## config.mk

```make
export PLATFORM = sky130hd
export DESIGN_NAME = ifft8_stream_flat
export DESIGN_NICKNAME = d
export VERILOG_FILES = /design/src/rtl/ifft8_stream_if.sv /design/src/rtl/ifft8_stream.sv /design/src/flat_wrapper.sv
export SDC_FILE = /design/constraint.sdc
export NUM_CORES = 1
export LEC_CHECK = 0
export ABC_CLOCK_PERIOD_IN_PS = 17200
export CORE_ASPECT_RATIO = 0.9
export CORE_MARGIN = 2
export CORE_UTILIZATION = 60
export DETAILED_ROUTE_END_ITERATION = 7
export PLACE_DENSITY = 0.77
export SLEW_MARGIN = 20
export SYNTH_ARGS = -nofsm -noshare
export SYNTH_HDL_FRONTEND = slang
export SYNTH_SLANG_ARGS = --single-unit
```

## constraint.sdc

```tcl
create_clock -name clk -period 17.2 [get_ports clk]
set_clock_uncertainty 0.05 [all_clocks]
set_input_delay 3.44 -clock clk [delete_from_list [all_inputs] [get_ports clk]]
set_output_delay 3.44 -clock clk [all_outputs]
set_load 0.05 [all_outputs]
```

## src/rtl/ifft8_stream_if.sv

```systemverilog
// Sample-stream bundle for ifft8_stream: frequency-domain samples in, time-domain samples out.
interface ifft8_stream_if #(parameter int W = 8);
  logic                in_valid;
  logic                in_ready;
  logic signed [W-1:0] in_re;
  logic signed [W-1:0] in_im;
  logic                out_valid;
  logic                out_ready;
  logic signed [W-1:0] out_re;
  logic signed [W-1:0] out_im;
  logic                out_last;
  logic                busy;

  modport master (
    output in_valid, in_re, in_im, out_ready,
    input  in_ready, out_valid, out_re, out_im, out_last, busy
  );

  modport slave (
    input  in_valid, in_re, in_im, out_ready,
    output in_ready, out_valid, out_re, out_im, out_last, busy
  );
endinterface

```

## src/rtl/ifft8_stream.sv

```systemverilog
// Streaming 8-point radix-2 DIT inverse FFT with one time-shared butterfly and 1/8 output scaling.
module ifft8_stream #(
  parameter int W = 8
) (
  input logic            clk,
  input logic            rst,
  ifft8_stream_if.slave  strm
);
  localparam int BW = W + 4;

  typedef enum logic [1:0] {LOAD, COMPUTE, UNLOAD} state_t;

  state_t state_reg, state_next;
  logic [3:0] cnt_reg, cnt_next;

  logic signed [BW-1:0] bank_re [8];
  logic signed [BW-1:0] bank_im [8];

  logic load_fire, unload_fire;
  logic [2:0] rev_idx;

  assign load_fire   = (state_reg == LOAD) && strm.in_valid;
  assign unload_fire = (state_reg == UNLOAD) && strm.out_ready;
  assign rev_idx     = {cnt_reg[0], cnt_reg[1], cnt_reg[2]};

  always_ff @(posedge clk) begin
    if (rst) begin
      state_reg <= LOAD;
      cnt_reg   <= '0;
    end else begin
      state_reg <= state_next;
      cnt_reg   <= cnt_next;
    end
  end

  // One counter serves as k in LOAD, b in COMPUTE and n in UNLOAD.
  always_comb begin
    state_next = state_reg;
    cnt_next   = cnt_reg;
    unique case (state_reg)
      LOAD: begin
        if (load_fire) begin
          cnt_next = cnt_reg + 4'd1;
          if (cnt_reg == 4'd7) begin
            state_next = COMPUTE;
            cnt_next   = '0;
          end
        end
      end
      COMPUTE: begin
        cnt_next = cnt_reg + 4'd1;
        if (cnt_reg == 4'd11) begin
          state_next = UNLOAD;
          cnt_next   = '0;
        end
      end
      UNLOAD: begin
        if (unload_fire) begin
          cnt_next = cnt_reg + 4'd1;
          if (cnt_reg == 4'd7) begin
            state_next = LOAD;
            cnt_next   = '0;
          end
        end
      end
      default: begin
        state_next = LOAD;
        cnt_next   = '0;
      end
    endcase
  end

  // Butterfly schedule: cnt[3:2] is the stage, cnt[1:0] the butterfly within it.
  logic [2:0] a_idx, b_idx;
  logic [1:0] tw;

  always_comb begin
    a_idx = '0;
    b_idx = '0;
    tw    = '0;
    unique case (cnt_reg[3:2])
      2'd0: begin
        a_idx = {cnt_reg[1:0], 1'b0};
        b_idx = {cnt_reg[1:0], 1'b1};
      end
      2'd1: begin
        a_idx = {cnt_reg[1], 1'b0, cnt_reg[0]};
        b_idx = {cnt_reg[1], 1'b1, cnt_reg[0]};
        tw    = {cnt_reg[0], 1'b0};
      end
      default: begin
        a_idx = {1'b0, cnt_reg[1:0]};
        b_idx = {1'b1, cnt_reg[1:0]};
        tw    = cnt_reg[1:0];
      end
    endcase
  end

  localparam logic signed [BW+9:0] C181 = 181;
  localparam logic signed [BW+9:0] C128 = 128;

  // Multiply by 181/256 (~1/sqrt2), rounding half up.
  function automatic logic signed [BW-1:0] rnd(input logic signed [BW:0] v);
    logic signed [BW+9:0] p;
    p = {{9{v[BW]}}, v} * C181 + C128;
    return BW'(p >>> 8);
  endfunction

  logic signed [BW-1:0] a_re, a_im, b_re, b_im, t_re, t_im;
  logic signed [BW:0]   b_dif, b_sum;

  always_comb begin
    a_re  = bank_re[a_idx];
    a_im  = bank_im[a_idx];
    b_re  = bank_re[b_idx];
    b_im  = bank_im[b_idx];
    b_dif = {b_re[BW-1], b_re} - {b_im[BW-1], b_im};
    b_sum = {b_re[BW-1], b_re} + {b_im[BW-1], b_im};
    t_re  = b_re;
    t_im  = b_im;
    unique case (tw)
      2'd1: begin
        t_re = rnd(b_dif);
        t_im = rnd(b_sum);
      end
      2'd2: begin
        t_re = -b_im;
        t_im = b_re;
      end
      2'd3: begin
        t_re = -rnd(b_sum);
        t_im = rnd(b_dif);
      end
      default: begin
        t_re = b_re;
        t_im = b_im;
      end
    endcase
  end

  // Bank has no reset; samples land bit-reversed so the butterflies can run in place.
  always_ff @(posedge clk) begin
    if (!rst) begin
      if (load_fire) begin
        bank_re[rev_idx] <= {{4{strm.in_re[W-1]}}, strm.in_re};
        bank_im[rev_idx] <= {{4{strm.in_im[W-1]}}, strm.in_im};
      end else if (state_reg == COMPUTE) begin
        bank_re[a_idx] <= a_re + t_re;
        bank_im[a_idx] <= a_im + t_im;
        bank_re[b_idx] <= a_re - t_re;
        bank_im[b_idx] <= a_im - t_im;
      end
    end
  end

  localparam logic signed [BW:0]   RND4 = 4;
  localparam logic signed [BW-3:0] MAXV = 2 ** (W - 1) - 1;
  localparam logic signed [BW-3:0] MINV = -(2 ** (W - 1));

  logic out_active;
  assign out_active = (state_reg == UNLOAD);

  genvar gi;
  generate
    for (gi = 0; gi < 2; gi++) begin : g_part
      logic signed [BW-1:0] v;
      logic signed [BW:0]   rs;
      logic signed [BW-3:0] sh;
      logic signed [W-1:0]  q;
      assign v  = (gi == 0) ? bank_re[cnt_reg[2:0]] : bank_im[cnt_reg[2:0]];
      assign rs = {v[BW-1], v} + RND4;
      assign sh = (BW-2)'(rs >>> 3);
      assign q  = (sh > MAXV) ? MAXV[W-1:0] :
                  (sh < MINV) ? MINV[W-1:0] : sh[W-1:0];
    end
  endgenerate

  assign strm.in_ready  = (state_reg == LOAD);
  assign strm.out_valid = out_active;
  assign strm.out_re    = out_active ? g_part[0].q : '0;
  assign strm.out_im    = out_active ? g_part[1].q : '0;
  assign strm.out_last  = out_active && (cnt_reg == 4'd7);
  assign strm.busy      = (state_reg != LOAD);
endmodule

```

## src/flat_wrapper.sv

```systemverilog
// flat-port wrapper written by rule: the top's interface ports become plain ports
module ifft8_stream_flat 
#(
  parameter int W = 8
)
  (clk, rst, strm_in_valid, strm_in_re, strm_in_im, strm_out_ready, strm_in_ready, strm_out_valid, strm_out_re, strm_out_im, strm_out_last, strm_busy);
  ifft8_stream_if #(.W(W)) strm_i ();
  input logic clk;
  input logic rst;
  input wire logic [$bits(strm_i.in_valid)-1:0] strm_in_valid;
  input wire logic [$bits(strm_i.in_re)-1:0] strm_in_re;
  input wire logic [$bits(strm_i.in_im)-1:0] strm_in_im;
  input wire logic [$bits(strm_i.out_ready)-1:0] strm_out_ready;
  output wire logic [$bits(strm_i.in_ready)-1:0] strm_in_ready;
  output wire logic [$bits(strm_i.out_valid)-1:0] strm_out_valid;
  output wire logic [$bits(strm_i.out_re)-1:0] strm_out_re;
  output wire logic [$bits(strm_i.out_im)-1:0] strm_out_im;
  output wire logic [$bits(strm_i.out_last)-1:0] strm_out_last;
  output wire logic [$bits(strm_i.busy)-1:0] strm_busy;
  assign strm_i.in_valid = strm_in_valid;
  assign strm_i.in_re = strm_in_re;
  assign strm_i.in_im = strm_in_im;
  assign strm_i.out_ready = strm_out_ready;
  assign strm_in_ready = strm_i.in_ready;
  assign strm_out_valid = strm_i.out_valid;
  assign strm_out_re = strm_i.out_re;
  assign strm_out_im = strm_i.out_im;
  assign strm_out_last = strm_i.out_last;
  assign strm_busy = strm_i.busy;
  ifft8_stream #(.W(W)) u_core (.clk(clk), .rst(rst), .strm(strm_i));
endmodule
```

==> impl_metrics.sql <==
INSERT INTO impl_metrics (metric_group, metric, value, unit) VALUES
('synth', 'mux_cell_area_share_after_synthesis', '9.28', '%'),
('critical_path', 'critical_path_peak_fanout', '43', ''),
('status', 'outcome', 'finished clean', ''),
('routing', 'number_of_remaining_drc_errors', '0', ''),
('placed_design', 'placedInstanceArea', '0.0218', 'sq mm'),
('synth', 'synthesized_area_fraction_occupied_by_ao_oa_aoi_and_oai_cells', '17.8', '%'),
('routing', 'dr_wl_met2', '29800', 'microns'),
('synth', 'seq_area_frac_synth', '28.5', '%'),
('clock_tree', 'cts.reportedPaths.clkPinSlew', '0.06', 'ns'),
('layout', 'antenna_cells', '0', ''),
('synth', 'netlist_instances', '2274', ''),
('layout', 'layout.nets', '2545', ''),
('synth', 'synth_fa_ha_area_share', '18.5', '%'),
('floorplanning', 'fp.dieArea', '0.0363', 'sq mm'),
('clock_tree', 'clock-root-buffer', 'clkbuf_16', ''),
('grt', 'grt-ovfl-total', '0', ''),
('grt', 'wire_length_of_the_first_global_routing_pass', '107000', 'microns'),
('sta', 'finalSetupTns', '0', 'ns'),
('critical_path', 'cpPeakStageDelay', '0.88', 'ns'),
('routing', 'drt_first_pass_iters', '7', ''),
('routing', 'avgViaCountPerCell', '6.82', ''),
('critical_path', 'worst_setup_path_start_kind', 'flop', ''),
('floorplanning', 'coreArea', '0.0341', 'sq mm'),
('critical_path', 'cp-end-kind', 'flop', ''),
('synth', 'ys_top_cells_by_area', 'edfxtp_1, ha_1, mux4_2', ''),
('floorplanning', 'initial_standard_cell_utilization_of_the_core', '61.2', '%'),
('clock_tree', 'cts.htree.levels', '1', ''),
('routing', 'route.antenna.remaining_nets', '0', ''),
('routing', 'routed-wl-met3', '9960', 'microns'),
('synth', 'synth_fp_nets', '2560', ''),
('run', 'maxCapViolCount', '0', ''),
('min_path', 'hp-class', 'reg -> reg', ''),
('synth', 'postSynth.asyncResetShare', '0', '%'),
('grt', 'grt_pass1_vias', '18600', ''),
('sta', 'finalCriticalPeriod', '13.20', 'ns'),
('routing', 'routed_wirelength', '68900', 'microns'),
('synth', 'yosys_warnings', '0', ''),
('clock_tree', 'cts_resized', '0', ''),
('synth', 'synthSimpleGateAreaFrac', '14.4', '%'),
('critical_path', 'gate_family_responsible_for_the_most_delay_along_the_worst_path', 'compound AO/OA/AOI/OAI gates', ''),
('synth', 'synth_top_family_by_area', 'adder cells', ''),
('sta', 'rsz0062_at_grt', 'false', ''),
('grt', 'grt_max_degree', '66', ''),
('synth', 'synth_seq_cells', '201', ''),
('placed_design', 'placement.io_buffers', '39', ''),
('critical_path', 'setup.reg_to_reg.worst_slack', '4.00', 'ns'),
('routing', 'detailedRoute.firstIterationViolations', '2670', ''),
('clock_tree', 'cts_setup_buffers', '0', ''),
('min_path', 'hold_path.startpoint', 'u_core.state_reg[1]', ''),
('critical_path', 'cp.required', '17.42', 'ns'),
('floorplanning', 'io-pin-count', '40', ''),
('synth', 'mappedNetlistArea', '0.0209', 'sq mm'),
('placed_design', 'dpl.hpwl', '49700', 'microns'),
('routing', 'num_vias', '18700', ''),
('sta', 'report.final.hold_viol_count', '0', ''),
('layout', 'layout.filler_cells', '2695', ''),
('critical_path', 'critPathSlowestCell', 'a2111oi_0', ''),
('synth', 'synth_cell_type_count', '81', ''),
('routing', 'wl_met1', '25400', 'microns'),
('floorplanning', 'die_span_x', '201', 'microns'),
('grt', 'grt_antenna_before_repair', '0', ''),
('sta', 'setup_viol', '0', ''),
('placed_design', 'place.detailed.instances', '2697', ''),
('layout', 'layout-drive-gt1-share', '8.98', '%'),
('clock_tree', 'tritoncts', 'built', ''),
('sta', 'part_of_the_cycle_the_worst_path_needs', '76.8', '%'),
('synth', 'xor_and_xnor_fraction_of_the_mapped_netlist_area', '5.46', '%'),
('critical_path', 'path_class', 'reg -> reg', ''),
('critical_path', 'rr_startpoint', 'u_core.cnt_reg[1]', ''),
('sta', 'max_slew_headroom', '26.1', '%'),
('sta', 'max_freq', '75.7', 'MHz');
[stage by stage]
step                      hold slack, ns  setup WS, ns  utilization (%)
after floorplan                    0.613          6.23                -
after global placement             0.585          4.86             63.9
after detailed placement           0.602          4.43             63.9
after CTS                          0.618          4.36             65.9
after global routing               0.669          3.30             66.1
final                              0.630          4.00             66.1
[cells in the final DEF (no fill, tap or decap), types with 30 or more instances in the layout]
cell type,n
a211oi_1,42
buf_4,50
o21ai_0,59
inv_1,200
nand2_1,186
nor2_1,245
clkdlybuf4s50_1,39
a21oi_1,251
xor2_1,30
nor3_1,34
fa_1,70
and3_1,39
mux4_2,64
ha_1,196
edfxtp_1,192
a21o_1,31
xnor2_1,95
mux2i_1,40
[worst register-to-register path: cells and delay by family, from the launching register on]
family          cells  cell delay [ns]
buf+inv             6             1.04
compound gates     17             4.02
simple gates       13             3.12
fa+ha+maj           9             3.45
flops               1             0.31
xor+xnor            3             0.95
[kinds of logic (layout without fill, tap and decap cells)]
family / Yosys count / in the layout
xor gates and xnor gates: 127 / 127
buffers and inverters: 329 / 327
DFF: 201 / 201
and+or+nand+nor: 651 / 651
adders and majority gates: 266 / 266
AOI/OAI and AO/OA: 588 / 588
muxes: 112 / 112
[cells in the mapped netlist, drive strengths merged (5+ instances only)]
master,number
nand3b,5
and2,26
nand2,187
a22oi,8
a22o,8
nor2,252
nor3b,8
or2,7
fa,70
a211o,7
buf,31
o211ai,10
a21o,31
edfxtp,192
o221ai,8
nor2b,26
nand3,29
mux2i,40
nor4,6
a41oi,6
mux2,8
clkbuf,97
a2111oi,6
a32oi,5
xnor2,95
o31ai,23
mux4,64
nand2b,16
a221oi,14
o21bai,22
and3,39
nor3,37
o22ai,19
a31oi,5
dfxtp,9
inv,201
a211oi,46
o21ai,79
a21oi,256
o21a,6
xor2,30
ha,196
[routing by layer]
layer | vias up | global-route usage (%)
met4 | 0 | 19.0
li1 | 8155 | -
met1 | 8791 | 49.8
met3 | 268 | 11.4
met2 | 1436 | 58.0
met5 | - | 0
[final timing paths]
check                                              to  cells after the start
worst min register to register    u_core.state_reg[0]                      1
worst max-delay path            u_core.bank_re[3][11]                     48
worst min-delay path              u_core.state_reg[0]                      1
worst max register to register  u_core.bank_re[3][11]                     48
[layout make-up]
cell class                      count  area (sq um)  share of cell area [%]
Clock buffer                       25           541                    2.40
Sequential cell                   201          5950                    26.4
Timing Repair Buffer               90           793                    3.52
Clock inverter                     11           144                   0.638
Tap cell                          462           578                    2.56
Inverter                          201           754                    3.35
Multi-Input combinational cell   1744         13800                    61.1
Power is left out: the tool's default activity adds up to more than one toggle a clock period on the data nets, which glitch-free logic cannot reach.
==> edit, RTL diff (config.mk and constraints unchanged) <==
`W` is set to 8 in 3 places; all go to 7.
--- a/src/rtl/ifft8_stream_if.sv
+++ b/src/rtl/ifft8_stream_if.sv
@@ -1,3 +1,3 @@
 // Sample-stream bundle for ifft8_stream: frequency-domain samples in, time-domain samples out.
-interface ifft8_stream_if #(parameter int W = 8);
+interface ifft8_stream_if #(parameter int W = 7);
   logic                in_valid;
--- a/src/rtl/ifft8_stream.sv
+++ b/src/rtl/ifft8_stream.sv
@@ -2,3 +2,3 @@
 module ifft8_stream #(
-  parameter int W = 8
+  parameter int W = 7
 ) (
--- a/src/flat_wrapper.sv
+++ b/src/flat_wrapper.sv
@@ -3,3 +3,3 @@
 #(
-  parameter int W = 8
+  parameter int W = 7
 )
Ports: changed (resized strm_in_im, strm_in_re, strm_out_im and strm_out_re); port bits go from 40 to 36. No check against the original RTL was run, so the function may have changed too.
==> edit against the original RTL <==
Non-clock buffer count is 16 lower; synthesized area decreased by 8.6%; sequential cell count fell by 16; maximum frequency increased by 5.2%; cell area decreased by 9.2%; worst setup slack better by 650 ps; the run now ends with design-rule violations left; worst hold slack got worse by 13 ps; routed wire length down 15%; core utilization is 0.19 points lower.
Power is left out: the tool's default activity adds up to more than one toggle a clock period on the data nets, which glitch-free logic cannot reach.
==> edit: results (changes against the original RTL) <==
Outcome
  • Status: finished, violations left (was finished, final reports clean)
  • Violated checks: design-rule violations

Route
  • Drt first pass iters: 8 (was 7)
  • Number of vias per cell: 6.75 (was 6.82)
  • Met1 Wirelength: 22400 um (was 25400 um)
  • Met2 wire len: 25200 um (was 29800 um)
  • Remaining DRCs: 13 (was 0)
  • Starting DRT DRC Count: 2543 (was 2670)

Global route
  • Met1 GRT Util: 0.492 (was 0.498)
  • Global routing usage on met2: 0.531 (was 0.580)
  • Global-route wire length before repair: 90600 um (was 107000 um)
  • Global Route met3 Usage: 0.0992 (was 0.114)
  • Pin count of the biggest net entering global routing: 49 (was 66)
  • Vias in the first global route: 15800 (was 18600)

Synth
  • Synth cell count leaders: nor2_1, a21oi_1, nand2_1 (was a21oi_1, nor2_1, inv_1)
  • Compound-Gate Fraction of Synth Area: 0.163 (was 0.178)
  • Synthesized instance count: 2021 (was 2274)
  • Synth area leaders: edfxtp_1, ha_1, mux4_2 (unchanged)
  • Adder-cell share of the synthesized area: 0.187 (was 0.185)
  • Synth unique cells: 87 (was 81)
  • Synth Area in XOR/XNOR: 0.0489 (was 0.0546)
  • Post-synthesis mux area share: 0.130 (was 0.0928)

Setup path
  • CP max stage delay: 690 ps (was 880 ps)
  • Critical Path End: u_core.bank_re[2][10]$_DFFE_PP_ (was u_core.bank_re[3][11]$_DFFE_PP_)
  • Worst reg2reg path depth: 45 (was 48)
  • Setup slack, reg-to-reg: 4650 ps (was 4000 ps)
  • Critical path fanouts, max: 48 (was 43)

Placed design
  • Area post-placement: 19900 sq um (was 21800 sq um)
  • PortBufs: 35 (was 39)
  • Placer Congestion: 0.992 (was 0.993)
  • Post-Place Setup Slack: 5030 ps (was 4430 ps)
  • Placed instance count: 2406 (was 2697)

Finish
  • Layout cells sized above 1: 0.105 (was 0.0898)
  • Non-filler instance count after layout: 2436 (was 2734)
  • Fillcell total: 2445 (was 2695)
  • Total Nets Final: 2280 (was 2545)

Clock network
  • CTS Buf Count: 17 (was 21)
  • Clock buffer depth: 2 (was 3)
  • CTS H-tree lvls: 4 (was 1)

Hold path
  • Hold Crit Start: u_core.state_reg[0]$_SDFFE_PP0P_ (was u_core.state_reg[1]$_SDFFE_PP0P_)

Timing
  • Final Hold Slack: 617 ps (was 630 ps)
  • Slew @ Worst Pin: 1150 ps (was 1110 ps)
edit: changes by cell type in the layout (fill, tap and decap cells not counted), sizes merged, moves of 25 or more:
cell / delta
a211oi: -36
a21oi: -29
nor2: -25
o21ai: +30
and3: -30
edit: cell type report:
cell class / instances / area [sq um] / area share
multi-input cells: 1555 / 12600 / 0.617
clock buffers: 17 / 425 / 0.0208
inverters: 183 / 687 / 0.0335
clock inverters: 13 / 96.3 / 0.00470
repair buffers: 74 / 643 / 0.0314
well taps: 409 / 512 / 0.0250
flip-flops and latches: 185 / 5470 / 0.267
edit: logic make-up (layout without fill, tap and decap cells):
family                     count (synthesis)  after routing
and+or+nand+nor                          557            557
DFF                                      185            185
adders and majority gates                246            246
muxes                                    146            146
buffers and inverters                    281            287
AOI/OAI and AO/OA                        503            503
xor gates and xnor gates                 103            103
